`config.mk`:
```
export PLATFORM = sky130hd
export DESIGN_NAME = mux_sel_arbiter
export DESIGN_NICKNAME = d
export VERILOG_FILES = /design/src/rtl/mux_sel_arbiter_pkg.sv /design/src/rtl/mux_sel_arbiter_rr_pick.sv /design/src/rtl/mux_sel_arbiter.sv
export SDC_FILE = /design/constraint.sdc
export NUM_CORES = 1
export LEC_CHECK = 0
export ABC_AREA = 0
export CAP_MARGIN = 20
export CORE_MARGIN = 1
export CORE_UTILIZATION = 35
export CTS_BUF_LIST = sky130_fd_sc_hd__clkbuf_8
export DETAILED_ROUTE_END_ITERATION = 12
export DONT_BUFFER_PORTS = 1
export PLACE_DENSITY_LB_ADDON = 0.15
export SETUP_SLACK_MARGIN = 0.15
export SLEW_MARGIN = 30
export SYNTH_ARGS = -nofsm -noshare
export SYNTH_HDL_FRONTEND = slang
export SYNTH_SLANG_ARGS = --single-unit
```
`constraint.sdc`:
```
create_clock -name clk -period 2.35 [get_ports clk]
set_input_delay 0.235 -clock clk [delete_from_list [all_inputs] [get_ports clk]]
set_output_delay 0.235 -clock clk [all_outputs]
set_load 0.05 [all_outputs]
```
`src/rtl/mux_sel_arbiter_pkg.sv`:
```
// Shared definitions for the mux41 select arbiter: state encoding, channel
// count, dwell-counter width and a one-hot helper.
package mux_sel_arbiter_pkg;

    localparam int NUM_CH = 4;
    localparam int CNT_W  = 8;

    typedef enum logic {
        IDLE  = 1'b0,
        GRANT = 1'b1
    } arb_state_e;

    function automatic logic [NUM_CH-1:0] onehot4(input logic [1:0] idx);
        logic [NUM_CH-1:0] v;
        v = '0;
        v[idx] = 1'b1;
        return v;
    endfunction

endpackage

```
`src/rtl/mux_sel_arbiter_rr_pick.sv`:
```
// Combinational circular-priority picker: the first set request bit found when
// scanning from ptr+1 upward, wrapping modulo four.
module rr_pick
    import mux_sel_arbiter_pkg::*;
(
    input  logic [NUM_CH-1:0] req,
    input  logic [1:0]        ptr,
    output logic [1:0]        pick,
    output logic              any_req
);

    logic [1:0] idx;
    logic       found;

    assign any_req = |req;

    // The channel at ptr itself is checked last, so it gets the lowest priority.
    always_comb begin
        pick  = ptr;
        found = 1'b0;
        idx   = '0;
        for (int k = 1; k <= NUM_CH; k++) begin
            idx = ptr + 2'(k);
            if (!found && req[idx]) begin
                pick  = idx;
                found = 1'b1;
            end
        end
    end

endmodule

```
`src/rtl/mux_sel_arbiter.sv`:
```
// Round-robin arbiter that drives a mux41 select. Each grant lasts up to DWELL
// cycles and is always followed by at least one idle cycle.
module mux_sel_arbiter
    import mux_sel_arbiter_pkg::*;
#(
    parameter int DWELL = 4,
    parameter int NCH   = NUM_CH
) (
    input  logic           clk,
    input  logic           rst,
    input  logic [NCH-1:0] req,
    output logic [1:0]     sel,
    output logic           grant_valid,
    output logic [NCH-1:0] grant,
    output logic           grant_done
);

    arb_state_e       state_q, state_d;
    logic [1:0]       sel_q, sel_d;
    logic [1:0]       ptr_q, ptr_d;
    logic [CNT_W-1:0] cnt_q, cnt_d;
    logic [1:0]       pick;
    logic             any_req;

    rr_pick u_rr_pick (
        .req     (req),
        .ptr     (ptr_q),
        .pick    (pick),
        .any_req (any_req)
    );

    // ptr resets to 3 so the first arbitration after reset starts at channel 0.
    always_ff @(posedge clk or posedge rst) begin
        if (rst) begin
            state_q <= IDLE;
            sel_q   <= 2'b00;
            ptr_q   <= 2'b11;
            cnt_q   <= '0;
        end else begin
            state_q <= state_d;
            sel_q   <= sel_d;
            ptr_q   <= ptr_d;
            cnt_q   <= cnt_d;
        end
    end

    always_comb begin
        state_d    = state_q;
        sel_d      = sel_q;
        ptr_d      = ptr_q;
        cnt_d      = cnt_q;
        grant_done = 1'b0;
        case (state_q)
            IDLE: begin
                if (any_req) begin
                    state_d = GRANT;
                    sel_d   = pick;
                    ptr_d   = pick;
                    cnt_d   = CNT_W'(DWELL - 1);
                end
            end
            GRANT: begin
                // A withdrawn request ends the grant just like an expired dwell.
                grant_done = (cnt_q == '0) || !req[sel_q];
                if (grant_done) begin
                    state_d = IDLE;
                end else begin
                    cnt_d = cnt_q - 1'b1;
                end
            end
        endcase
    end

    assign sel         = sel_q;
    assign grant_valid = (state_q == GRANT);
    assign grant       = grant_valid ? onehot4(sel_q) : '0;

endmodule
```
Word level (Yosys, flattened, before mapping) --
Index checks and enable logic that the tools add are counted.
Word-level totals: bits in registers 13, input bits 6, output and inout port bits 8
Cells by class: $add $sub $neg 4, order comparisons 6, eq/ne operators 2, multiplexer cells 27, bitwise gates (word level) 1, reductions and logical operators 13
Operator list (number):
- $mux W8 | 2
- $pmux W8 S2 | 1
- $lt A2 B3 Y1 const B | 5
- $mux W1 | 12
- $bmux W1 S2 | 5
- $logic_not A8 Y1 | 1
- $mux W2 | 4
- $sub A8 B1 Y8 const B | 1
- $add A2 B2 Y2 const B | 2
- $logic_and A1 B1 Y1 | 4
- $logic_not A1 Y1 | 4
- $mux W4 | 1
- $ne A2 B2 Y1 const B | 2
- $reduce_and A2 Y1 | 2
- $reduce_or A4 Y1 | 1
- $add A2 B1 Y2 const B | 1
- $demux W1 S2 | 1
- $ge A2 B1 Y1 const B | 1
- $pmux W1 S2 | 1
- $logic_or A1 B1 Y1 | 1
- $not A1 Y1 | 1

Longest topological paths before layout --
Gate-level depths: netlist of the first run.
word-level depth 13, gate-level depth with buffers 6, gate-level depth less buffers 6

By module --
Synthesis of the first run repeated with hierarchy kept, for this count alone.
Second synthesis, totals: cells, all modules 87, area, all modules 807.0 um^2
Modules (own cells, without submodules):
- mux_sel_arbiter | times used 1, cells an instance 73, area an instance 734.5 um^2, seq. area each 327.8 um^2
- rr_pick | times used 1, cells an instance 14, area an instance 72.6 um^2, seq. area each 0.0 um^2

Worst setup path before layout of the first run --
No wires, ideal clock.
path kind flip-flop to output port, from reg sel_q[0], in the netlist sel[0], to out grant_done, data arrival time 2.126 ns, required time 2.115 ns, setup slack -0.011 ns, stages on the path, launching flop included 3, path through dfrtp_1 -> mux4_2 -> a21oi_1
On the way: longest elaborated chain between the ends 5
RTL lines:
- start, declared | line mux_sel_arbiter.sv:19 | logic [1:0] sel_q, sel_d;
- start signal, assigned | line mux_sel_arbiter.sv:41 | sel_q <= sel_d;
- $bmux W1 S2 | line mux_sel_arbiter.sv:64 | grant_done = (cnt_q == '0) || !req[sel_q];
- $mux W1 (not written as such) | line mux_sel_arbiter.sv:64
- $logic_not A1 Y1 | line mux_sel_arbiter.sv:64
- $logic_or A1 B1 Y1 | line mux_sel_arbiter.sv:64
- $mux W1 | line mux_sel_arbiter.sv:53 | case (state_q)
- end, declared | line mux_sel_arbiter.sv:15 | output logic grant_done
No other way between the ends. The select of a mux whose other input is x is not followed.

Final worst setup path of the first run --
from reg cnt_q[5], to out grant_done
On the way: longest elaborated chain between the ends 3
RTL lines:
- start, declared | line mux_sel_arbiter.sv:21 | logic [CNT_W-1:0] cnt_q, cnt_d;
- start signal, assigned | line mux_sel_arbiter.sv:43 | cnt_q <= cnt_d;
- $logic_not A8 Y1 | line mux_sel_arbiter.sv:64
- $logic_or A1 B1 Y1 | line mux_sel_arbiter.sv:64
- $mux W1 | line mux_sel_arbiter.sv:53
No other way between the ends.

==> out/metrics.yaml, run 1 <==
yosys:
  ys_types: 36
  synth_ff_type: "dfrtp_1"
  synth.net_count: 94
  yosysSeqAreaShare_pct: 40.9
  synth_cells: 86
  synth_edf_count: 0
  yosysWarningCount: 0
  synth_top_cell_by_area: "dfrtp_1"
  yosysMostFrequentCell: "dfrtp_1"
  netlist_top_cells_count: "11 x dfrtp_1, 8 x nand2_1, 7 x inv_1, 7 x nor2_1, 6 x a21oi_1"
  synthesis.area_sq_um: 801
  synthDominantCellAreaShare_pct: 34.4
  synth_seq_cells: 13
  async_flop_share_pct: 100
  synth.avg_cell_area_sq_um: 9.31
  ys_top_cells_by_area: "dfrtp_1 34%, dfstp_2 6.6%, mux2i_1 5.0%"
setup_path:
  criticalPathCategory: "reg -> out"
  start_kind: "flip-flop"
  worstRegToRegCells: 4
  critPathRequiredTime_ns: 2.12
  critPathMaxFanout: 4
  worstPathArrival_ns: 1.90
  crit_path_end_kind: "output port"
global_route:
  grt_pass1_wl_um: 2700
  grt_pass1_vias: 636
  grt_usage_pct: 14.8
  overflow: 0
  antenna_found_initial: 0
  grt_max_degree: 14
finish:
  fin_area_sq_um: 963
  fin_cells: 124
  antenna_cells: 0
  n_fill_cell: 196
  syn2layout_area_growth_pct: 20.3
  fin_nets: 106
  drive_above_1_share_pct: 22.7
detailed_routing:
  firstDrtPassIters: 4
  num_vias: 668
  wl_per_cell_um: 12.7
  ant_nets: 0
  vias_per_cell: 5.39
  wirelength_um: 1570
  drtIter0Drc: 19
  drc_errors: 0
place:
  dpl_cell_area_sq_um: 885
  dp_cells: 117
  globalplace.congestion: 0.739
  port_buffers: 0
  dp.final_hpwl_um: 1160
power_and_ir_drop:
  powerDensity_nw_per_um2: 1410
  power_leakage_nw: 0.449
  peakVddDrop_v: 0.000722
min_path:
  hp-class: "in -> reg"
  whs_path_depth: 2
job:
  maxCapViolCount: 0
floorplanning:
  die_h_um: 49.8
  core-area_sq_um: 2060
  dieWidth_um: 49.8
  initial_core_util_pct: 38.8
  rows: 16
  dieArea_sq_um: 2480
  io_pins: 14
timing:
  maxSlewHeadroom_pct: 63.7
  min_period_ns: 2.14
  tns_ns: 0
  timing.fmax_ghz: 0.468
  fin_skew_ns: 0.00621
  hold_violations: 0
  post-route-period-util_pct: 90.9
  drv_slew: 0
  tightest_slew_ns: 0.542
  setup_viol: 0
  rsz0062_at_grt: "false"
clock_network:
  cts_buffer_depth: 2
  root_buffer: "clkbuf_8"
  cts.clk_slew.worst_paths_ns: 0.06
  numCtsBuffers: 3
  tritoncts: "built"
  htree_levels: 1
  cts.sinks: 13
  insertion_delay_ns: 0.24
outcome:
  status: "completed"
[registers in the layout, indices dropped and copies added (netlist names)]
| register | flops |
|---|---|
| cnt_q | 8 |
| grant_valid | 1 |
| ptr_q | 2 |
| sel | 2 |
[metal layers]
metal  vias up  share of wire, %  global-route usage (%)
met5         -                 0                       0
met4         0              0.83                    5.24
met3         2               5.0                    5.86
met2        16                46                    23.2
met1       311                48                    18.2
li1        339                 -                       -
[layout make-up]
| cell class | count | area (sq um) | area share (%) |
|---|---|---|---|
| Clock buffer | 3 | 41.3 | 4.29 |
| Clock inverter | 1 | 3.75 | 0.390 |
| Inverter | 7 | 26.3 | 2.73 |
| Multi-Input combinational cell | 63 | 449 | 46.6 |
| Sequential cell | 13 | 328 | 34.0 |
| Tap cell | 27 | 33.8 | 3.51 |
| Timing Repair Buffer | 10 | 81.3 | 8.44 |
[report_power, final]
part           internal, W  switching [W]  total, W
Sequential        0.000317      0.0000994  0.000417
Combinational     0.000279       0.000472  0.000751
Clock             0.000115      0.0000794  0.000195
Total             0.000711       0.000651   0.00136
[through the flow]
step / util [%] / power [W] / setup WS, ns / hold WS (ns)
6_report: 46.7 / 0.00136 / 0.213 / 0.192
5_1_grt: 46.7 / 0.00147 / 0.142 / 0.229
4_1_cts: 46.0 / 0.00137 / 0.159 / 0.177
3_5_place_dp: 42.9 / 0.00116 / 0.394 / 0.185
3_3_place_gp: 42.9 / 0.00114 / 0.411 / 0.187
2_1_floorplan: - / 0.000985 / 0.236 / 0.111
[cell families after synthesis]
kind of cell    synth area share, %
simple gates                   21.7
compound gates                 21.7
flops                          40.9
buf+inv                        4.69
mux                            7.81
fa+ha+maj                      3.12
[worst max-delay path, stage by stage, from the launching register on]
cell and delay [ns]:
dfrtp_1 0.41, or4_4 0.55, or3_4 0.39, a21oi_2 0.14
buf_6 0.17
[layout by cell type, fill, tap and decap left out, drive strengths merged]
cell / netlist / final
dfrtp: 11 / 11
buf: 1 / 9
inv: 7 / 8
nand2: 8 / 8
nor2: 7 / 7
a21oi: 6 / 6
nand2b: 4 / 4
mux2i: 4 / 4
o31ai: 3 / 3
nor3b: 3 / 3
clkbuf: 2 / 3
nand3: 2 / 2
a21o: 2 / 2
o21ai: 2 / 2
ha: 2 / 2
dfstp: 2 / 2
or4: 2 / 2
o2111ai: 2 / 2
a31o: 1 / 1
mux4: 1 / 1
or3: 1 / 1
and2: 1 / 1
o211ai: 1 / 1
a31oi: 1 / 1
nor4: 1 / 1
and4b: 1 / 1
o21a: 1 / 1
o221ai: 1 / 1
o211a: 1 / 1
o41ai: 1 / 1
nor3: 1 / 1
and3: 1 / 1
o22ai: 1 / 1
a221oi: 1 / 1
dlygate4sd3: 0 / 1
[path summary, 6_finish.rpt]
path / slack (ns) / startpoint / endpoint
setup / recovery: 0.21 / cnt_q[5] / grant_done
hold / removal: 0.19 / req[3] / ptr_q[0]
setup reg to reg: 0.53 / cnt_q[5] / cnt_q[1]
hold reg to reg: 0.51 / cnt_q[0] / cnt_q[0]
max in group asynchronous: 1.54 / rst / ptr_q[1]
min in group asynchronous: 0.45 / rst / cnt_q[2]
[repair_timing]
action                                  CTS  global route
buffers inserted                          0             2
pin swaps                                 0             2
endpoints found under the setup margin    1             1
endpoints found under the hold margin    11             0
gates resized for setup                   2             0
hold buffers                              1             0
Note: power is estimated with default switching activity, not from simulation.
==> inputs of run 2 (changes only) <==
--- a/config.mk
+++ b/config.mk
@@ -8,7 +8,7 @@
 export ABC_AREA = 0
 export CAP_MARGIN = 20
 export CORE_MARGIN = 1
-export CORE_UTILIZATION = 35
+export CORE_UTILIZATION = 55
 export CTS_BUF_LIST = sky130_fd_sc_hd__clkbuf_8
 export DETAILED_ROUTE_END_ITERATION = 12
 export DONT_BUFFER_PORTS = 1
==> out/metrics.yaml, run 2 (synthesis gave the netlist of run 1 again) <==
outcome:
  status: "completed"
timing:
  tightest_slew_ns: 0.551
  maxSlewHeadroom_pct: 63.1
  min_period_ns: 2.16
  timing.fmax_ghz: 0.464
  tns_ns: 0
  post-route-period-util_pct: 91.7
  setup_viol: 0
  fin_skew_ns: 0.00487
  hold_violations: 0
  drv_slew: 0
  rsz0062_at_grt: "false"
floorplanning:
  rows: 13
  initial_core_util_pct: 60.0
  die_h_um: 40.2
  dieArea_sq_um: 1610
  core-area_sq_um: 1330
  io_pins: 14
  dieWidth_um: 40.2
job:
  maxCapViolCount: 0
detailed_routing:
  vias_per_cell: 6.15
  num_vias: 683
  drtIter0Drc: 16
  ant_nets: 0
  wl_per_cell_um: 15.5
  met3_length_um: 66
  highest_layer: "met4"
  wl_met1_um: 755
  wirelength_um: 1720
  drc_errors: 0
  wl_met2_um: 882
  firstDrtPassIters: 4
clock_network:
  tritoncts: "built"
  root_buffer: "clkbuf_8"
  insertion_delay_ns: 0.24
  cts_buffer_depth: 2
  cts.clk_slew.worst_paths_ns: 0.06
  htree_levels: 1
  cts.sinks: 13
  numCtsBuffers: 3
finish:
  fin_nets: 105
  regMostFlops: "cnt_q"
  regArea_sq_um: 328
  syn2layout_area_growth_pct: 17.5
  fin_area_sq_um: 941
  multiInputGateArea_sq_um: 449
  final_common_cell: "dfrtp_1"
  n_fill_cell: 101
  largest_reg_flops: 8
  antenna_cells: 0
  drive_above_1_share_pct: 21.9
  final_cell_mix: "11 x dfrtp_1, 8 x inv_1, 8 x nand2_1"
setup_path:
  critPathMaxFanout: 4
  worstPathArrival_ns: 1.92
  rrSetupSlack_ns: 0.47
  critPathRequiredTime_ns: 2.12
  worstRegToRegCells: 4
  rr_endpoint: "cnt_q[1]"
  regToRegStartpoint: "cnt_q[5]"
  crit_path_end_kind: "output port"
  start_kind: "flip-flop"
  criticalPathCategory: "reg -> out"
place:
  port_buffers: 0
  globalplace.congestion: 0.773
  dp.final_hpwl_um: 1220
  dpl_cell_area_sq_um: 870
global_route:
  grt_usage_pct: 25.9
  grt_max_degree: 14
  overflow: 0
  grt_pass1_vias: 627
  grt_pass1_wl_um: 2590
  antenna_found_initial: 0
min_path:
  whs_path_depth: 2
  hold-path-endpoint: "ptr_q[0]"
  hp-class: "in -> reg"
  min_from: "req[3]"
power_and_ir_drop:
  peakVddDrop_v: 0.000987
  powerDensity_nw_per_um2: 1460
  power_leakage_nw: 0.443
run 2: cell types whose count changed in the layout (fill, tap and decap cells not counted):
cell / delta
buf_4: -1
run 2: worst max path at each step:
stage / start / end / slack [ns] / depth (start not counted)
floorplan: sel[0] / grant_done / 0.24 / 2
global placement: cnt_q[4] / grant_done / 0.42 / 4
detailed placement: cnt_q[4] / grant_done / 0.40 / 4
CTS: cnt_q[5] / grant_done / 0.18 / 4
global route: cnt_q[5] / grant_done / 0.15 / 4
finish: cnt_q[5] / grant_done / 0.19 / 4
run 2: final cells by class:
cell class	instances	share of cell area [%]
multi-input combinational	63	47.7
inverter	7	2.79
sequential	13	34.8
tap	15	1.99
timing repair buffer	9	7.85
clock inverter	1	0.399
clock buffer	3	4.39
run 2: repair_timing:
item                                    4_1_cts  5_1_grt
endpoints found under the setup margin        1        1
gates cloned                                  0        0
gates resized for setup                       1        1
hold buffers                                  1        0
hold endpoints to repair                     11        0
buffers inserted                              1        0
run 2: power by group:
| part | switching (W) | internal [W] | leakage [nW] | total (W) |
|---|---|---|---|---|
| logic | 0.000502 | 0.000275 | 0.256 | 0.000777 |
| clock network | 0.0000797 | 0.000115 | 0.0269 | 0.000195 |
| registers | 0.0000863 | 0.000317 | 0.160 | 0.000404 |
| total | 0.000668 | 0.000707 | 0.443 | 0.00138 |
run 2: metal layers:
| metal | vias up | global-route usage [%] |
|---|---|---|
| li1 | 337 | - |
| met5 | - | 0 |
| met2 | 23 | 46.0 |
| met3 | 2 | 6.67 |
| met4 | 0 | 12.9 |
| met1 | 321 | 28.1 |
run 2: critical path, cell delays in order (launching register included):
cell,delay [ns]
dfrtp_1,0.41
or4_4,0.56
or3_4,0.39
a21oi_2,0.15
buf_6,0.17
run 2: stage by stage:
| step | util [%] | std cells | power (W) | setup WS [ns] | hold slack, ns |
|---|---|---|---|---|---|
| floorplan | - | 86 | 0.000985 | 0.236 | 0.111 |
| global placement | 65.2 | 105 | 0.00114 | 0.419 | 0.168 |
| detailed placement | 65.2 | 105 | 0.00116 | 0.401 | 0.176 |
| CTS | 70.2 | 111 | 0.00138 | 0.182 | 0.184 |
| global route | 70.5 | 111 | 0.00146 | 0.154 | 0.213 |
| finish | 70.5 | 111 | 0.00138 | 0.194 | 0.177 |
